### config.mk
export PLATFORM = sky130hd
export DESIGN_NAME = cacheline_arbiter
export DESIGN_NICKNAME = d
export VERILOG_FILES = /design/src/rtl/cacheline_arbiter.sv
export SDC_FILE = /design/constraint.sdc
export NUM_CORES = 1
export LEC_CHECK = 0
export CAP_MARGIN = 20
export CORE_AREA = 4 4 535 537
export CTS_BUF_LIST = sky130_fd_sc_hd__clkbuf_16
export DETAILED_ROUTE_END_ITERATION = 16
export DIE_AREA = 0 0 539 541
export GPL_TIMING_DRIVEN = 0
export PLACE_DENSITY = 0.3
export SLEW_MARGIN = 15
export SYNTH_ARGS = -nofsm -noshare
export SYNTH_HDL_FRONTEND = slang
export SYNTH_SLANG_ARGS = --single-unit
### constraint.sdc
create_clock -name clk -period 1.8 [get_ports clk]
set_input_delay 0.36 -clock clk [delete_from_list [all_inputs] [get_ports clk]]
set_output_delay 0.36 -clock clk [all_outputs]
set_load 0.01 [all_outputs]
### src/rtl/cacheline_arbiter.sv
// Round-robin arbiter sharing one physical-memory cacheline port between I-cache and D-cache.
// One whole line transaction is in flight at a time; an IDLE cycle separates transactions.
module cacheline_arbiter #(
    parameter int unsigned ADDR_W = 32,
    parameter int unsigned LINE_W = 256
) (
    input  logic              clk,
    input  logic              rst,

    input  logic              icache_pmem_read,
    input  logic [ADDR_W-1:0] icache_pmem_address,
    output logic [LINE_W-1:0] icache_pmem_rdata,
    output logic              icache_pmem_resp,

    input  logic              dcache_pmem_read,
    input  logic              dcache_pmem_write,
    input  logic [ADDR_W-1:0] dcache_pmem_address,
    input  logic [LINE_W-1:0] dcache_pmem_wdata,
    output logic [LINE_W-1:0] dcache_pmem_rdata,
    output logic              dcache_pmem_resp,

    output logic              pmem_read,
    output logic              pmem_write,
    output logic [ADDR_W-1:0] pmem_address,
    output logic [LINE_W-1:0] pmem_wdata,
    input  logic [LINE_W-1:0] pmem_rdata,
    input  logic              pmem_resp
);

    typedef enum logic [1:0] {
        IDLE    = 2'd0,
        SERVE_I = 2'd1,
        SERVE_D = 2'd2
    } state_t;

    typedef enum logic {
        GRANT_INST = 1'b0,
        GRANT_DATA = 1'b1
    } grant_t;

    state_t state;
    grant_t last_grant;
    logic   ireq;
    logic   dreq;

    assign ireq = icache_pmem_read;
    assign dreq = dcache_pmem_read | dcache_pmem_write;

    // Grant in IDLE; a tie goes to whichever cache was not granted last.
    always_ff @(posedge clk) begin
        if (!rst) begin
            state      <= IDLE;
            last_grant <= GRANT_INST;
        end else begin
            case (state)
                IDLE: begin
                    if (ireq && (!dreq || last_grant == GRANT_DATA)) begin
                        state      <= SERVE_I;
                        last_grant <= GRANT_INST;
                    end else if (dreq) begin
                        state      <= SERVE_D;
                        last_grant <= GRANT_DATA;
                    end
                end
                SERVE_I, SERVE_D: begin
                    if (pmem_resp) begin
                        state <= IDLE;
                    end
                end
                default: state <= IDLE;
            endcase
        end
    end

    // Port steering follows the state; resp is passed through in the same cycle.
    always_comb begin
        pmem_read        = 1'b0;
        pmem_write       = 1'b0;
        pmem_address     = '0;
        pmem_wdata       = '0;
        icache_pmem_resp = 1'b0;
        dcache_pmem_resp = 1'b0;
        case (state)
            SERVE_I: begin
                pmem_read        = 1'b1;
                pmem_address     = icache_pmem_address;
                icache_pmem_resp = pmem_resp;
            end
            SERVE_D: begin
                pmem_read        = dcache_pmem_read & ~dcache_pmem_write;
                pmem_write       = dcache_pmem_write;
                pmem_address     = dcache_pmem_address;
                pmem_wdata       = dcache_pmem_wdata;
                dcache_pmem_resp = pmem_resp;
            end
            default: ;
        endcase
    end

    assign icache_pmem_rdata = pmem_rdata;
    assign dcache_pmem_rdata = pmem_rdata;

endmodule

# Word level (Yosys, flattened, before mapping)
# Cells that the tools add are included.
# W data, S select, Z words.
[totals]
reg_bits = 3
inputBits = 582
out_inout_bits = 804
elab_cells = 29
[classes]
eq_ne = 4
bitwise = 3
mux = 12
n_reduce_logical = 8
[op_table]
columns = ["cell", "count"]
rows = [
  ["$mux W256", 1],
  ["$pmux W32 S2", 1],
  ["$mux W2", 3],
  ["$mux W1", 5],
  ["$pmux W2 S2", 1],
  ["$reduce_and A2 Y1", 2],
  ["$ne A3 B3 Y1 const B", 1],
  ["$eq A2 B1 Y1 const B", 1],
  ["$eq A2 B2 Y1 const B", 1],
  ["$logic_not A2 Y1", 1],
  ["$ne A2 B2 Y1 const B", 1],
  ["$pmux W1 S2", 1],
  ["$reduce_bool A2 Y1", 1],
  ["$reduce_or A2 Y1", 1],
  ["$and A1 B1 Y1", 1],
  ["$logic_and A1 B1 Y1", 1],
  ["$logic_not A1 Y1", 1],
  ["$logic_or A1 B1 Y1", 1],
  ["$not A1 Y1", 1],
  ["$or A1 B1 Y1", 1],
]

# Depth between registers and ports, before layout
[logic_depth]
depth_word = 6
ltp_mapped = 6

# Worst setup path after synthesis
# Ideal clock, no wire load.
[synth_timing]
path_type = "reg-to-output"
from = "register state[1]"
to = "output pmem_address[11]"
path_slack_ns = 0.251
path_stages_with_launch = 5
path_buffers = 1
t_arrival_ns = 1.189
cell_sequence = "dfxtp_1 -> inv_1 -> ha_1 -> clkbuf_1 -> nor2b_1"
[synth_via]
elab_chain_cells = 2
word_cells_on_any_way = 3
[synth_rtl]
columns = ["element", "line", "source"]
rows = [
  ["from (decl)", "41", "state_t state;"],
  ["from (signal assigned)", "52", "state <= IDLE;"],
  ["from (signal assigned)", "58", "state <= SERVE_I;"],
  ["from (signal assigned)", "61", "state <= SERVE_D;"],
  ["$eq A2 B2 Y1 or $eq A2 B1 Y1 (tied branches)", "83", "case (state)"],
  ["$pmux W32 S2 (*)", "83", ""],
  ["to (decl)", "24", "output logic [ADDR_W-1:0] pmem_address,"],
]
# Mark *: on every way between the ends. The rest lies on a longest branch, timed or not.

# Final worst setup path
[layout_timing]
from = "register state[0]"
to = "output pmem_wdata[133]"
[layout_via]
elab_chain_cells = 2
[layout_rtl]
columns = ["element", "line", "source"]
rows = [
  ["$eq A2 B2 Y1", "83", ""],
  ["$mux W256", "83", ""],
  ["to (decl)", "25", "output logic [LINE_W-1:0] pmem_wdata,"],
]
# Every way passes these cells.

==> qor.yml <==
power.clock.fraction_pct: 3.1
synth_cell_type_count: 22
fin_crit_sh_pct: 126
vias: 11100
num_io_pins: 1386
fillers: 32800
hold_class: "flip-flop to flip-flop"
status: "finished, violations left"
r2r_cells: 6
maxSlewHeadroom_pct: 45.3
first_pass_iters: 4
ys_ff_latch: 3
fin_cells: 5885
critical_path_depth: 10
antenna_found_initial: 102
cap_violations: 0
synth_adder_area_share_pct: 0.790
drv_slew: 0
root_buffer: "clkbuf_16"
grt.overflow.total: 0
fin_nets: 2699
layout-drive-gt1-share_pct: 53.5
worstReg2RegEnd: "state[0]"
p_int_mw: 6.35
violations: "setup timing"
wire_per_inst_um: 30.4
leakage_nw: 9.82
die_h_um: 541
critPathLaunch: "state[0]"
hpwl_mm: 170
tightest_slew_ps: 818
insertion_delay_ps: 230
max_stage_delay_ps: 360
synth-compound-area-share_pct: 4.82
rsz0062_at_grt: "yes"
power.combinational.fraction_pct: 96.0
clockBufferDepth: 2
core_area_um2: 282000
crit_end: "pmem_wdata[133]"
synthesis.area_um2: 6330
ff2ff_setup_slack_ps: 350
setup_ws_ps: -468
cp-end-kind: "primary output"
switching_share_pct: 43.8
dieArea_um2: 292000
synth_mux_area_share_pct: 0.158
cpMostUsedCell: "buf_6"
grt_pass1_wl_mm: 206
via_per_inst: 1.89
final_util_pct: 8.90
switching_power_mw: 4.96
setup_viol: 291
powerDensity_nw_per_um2: 451
fin_worst_skew_ps: 1.73
synth-simple-area-share_pct: 29.2
finalSetupTns_ps: -75300
wirelength_mm: 179
gp_congestion: 0.949
syn_area_per_cell_um2: 7.05
rows: 195
slowest_stage: "dfxtp_4"
ys_warn_count: 0
power_frac_seq_pct: 0.9
drtIter0Drc: 521
grt_max_degree: 11
critical_path_buf_inv_count: 8
track_usage_pct: 11.7
syn_inst: 899
place_ws_ps: -1600
path_max_fanout: 6
synth_top_family_by_area: "buffers and inverters"
io_buffer_count: 1129
peakVddDrop_mv: 0.178
hold_viol_final: 0
detail-route-antenna-nets: 0
synth_xor_area_share_pct: 0
drc: 0
crit_arrival_ps: 1910
worstPathRequired_ps: 1440
synth_fp_nets: 1485
clkSinkCount: 3
cts_max_level: 1
cts_tree: "built"
cts_made_buffers: 3
start_kind: "flip-flop"
die_w_um: 539
dp_cells: 5771
worstSetupPathType: "flip-flop to primary output"
finalCriticalPeriod_ps: 2270
crit_chain: "inv_6 -> ha_4 -> buf_12 -> buf_16 -> buf_12 -> buf_6 -> clkbuf_16 -> buf_6 -> and2_4 -> buf_6"
synth-seq-area-share_pct: 0.948
initial_core_util_pct: 2.25
first_global_vias: 11900
r2r_start: "state[0]"
clock.fmax_mhz: 441
clk_pin_slew_ps: 30
syn2layout_area_growth_pct: 296
crit_family: "buffers and inverters"
[cells by family (layout without fill, tap and decap cells)]
kind of cell / Yosys count / count (layout)
other cells: 0 / 30
mux: 1 / 1
simple gates: 298 / 298
fa+ha+maj: 4 / 4
flops: 3 / 3
buf+inv: 553 / 1766
compound gates: 40 / 40
[cell type report]
cell class	instances	area, um2	area share [%]
Antenna cell	30	75.1	0.300
Clock inverter	1	3.75	0.0150
Tap cell	3743	4680	18.7
Sequential cell	3	67.6	0.270
Timing Repair Buffer	1215	13000	51.8
Inverter	3	16.3	0.0649
Clock buffer	3	75.1	0.300
Buffer	544	4360	17.4
Multi-Input combinational cell	343	2800	11.2
[routing by layer]
layer / GRT usage [%] / wire length (um) / vias up
li1: - / - / 4701
met1: 14.0 / 72600 / 5094
met2: 18.5 / 78100 / 1122
met3: 6.84 / 25200 / 169
met4: 1.28 / 2890 / 26
met5: 0 / 184 / -
[repair_timing]
| item | in CTS | in global routing |
|---|---|---|
| setup endpoints to repair | 293 | 293 |
| gates resized for setup | 1824 | 310 |
| pin swaps | 9 | 8 |
| hold buffers | 0 | 0 |
| setup buffers | 41 | 23 |
| cloned | 22 | 2 |
[cell usage in the layout, fill, tap and decap left out, types with 2 or more instances in the layout]
cell             netlist  layout
clkdlybuf4s50_1        0     837
nand2_1                3       3
clkbuf_8               0      10
a22oi_2                0      10
nor2b_1               32      32
o21a_1                 2       2
nor2_1                 3       3
buf_16                 0       5
dfxtp_4                0       2
dlymetal6s2s_1         0       7
buf_8                  0      80
buf_12                 0      50
and2_1               259      59
diode_2                0      30
clkdlybuf4s15_1        0       2
dlygate4sd2_1          0       4
clkbuf_2              20      29
clkbuf_16              0       9
buf_4                512     545
a22oi_1               32      22
inv_1                  3       3
buf_2                 10      20
buf_6                  3     162
and2_4                 0     200
ha_4                   0       3
[synthesized netlist by cell type, drive strengths merged]
cell type  number  area, um2
o21a            2       15.0
and2          259       1620
dfxtp           3       60.1
a22oi          32        240
nand2           3       11.3
o2bb2ai         1       8.76
a21boi          1       7.51
mux2i           1       10.0
o21ai           1       5.00
o2111ai         1       8.76
nor2b          32        200
ha              4       50.1
a211oi          1       7.51
a31oi           1       12.5
and2b           1       7.51
clkbuf         25        119
buf           525       3930
inv             3       11.3
nor2            3       11.3
[per-stage QoR]
step	power, mW	area (um2)	hold WS, ps
6_report	11.3	25100	502
3_5_place_dp	8.68	22300	487
3_3_place_gp	8.72	22300	479
2_1_floorplan	2.73	6330	452
5_1_grt	12.0	25000	529
4_1_cts	11.1	24500	477
[worst min-delay path: cells and delay by family (launching register included)]
kind / cells / cell delay [ps]
AND/OR/NAND/NOR: 1 / 60
multiplexers: 1 / 50
flip-flops: 1 / 350
[worst min-delay path by stage]
stage             start       end  slack [ps]  depth (start not counted)
2_1_floorplan  state[0]  state[0]         450                          2
3_3_place_gp   state[0]  state[0]         480                          2
3_5_place_dp   state[0]  state[0]         490                          2
4_1_cts        state[0]  state[0]         480                          2
5_1_grt        state[0]  state[0]         530                          2
6_report       state[0]  state[0]         500                          2
[power by group through the flow]
stage | Clock [mW] | Sequential (mW) | Combinational [mW]
final | 0.352 | 0.0989 | 10.9
after global routing | 0.364 | 0.100 | 11.5
after CTS | 0.355 | 0.0963 | 10.7
after detailed placement | 0 | 0.0909 | 8.59
after global placement | 0 | 0.0909 | 8.63
after floorplan | 0 | 0.0875 | 2.64
[state kept, by name (all words and copies together), names as in the netlist]
name and cells:
last_grant 1, state 2
Note: power is estimated with default switching activity, not from simulation.
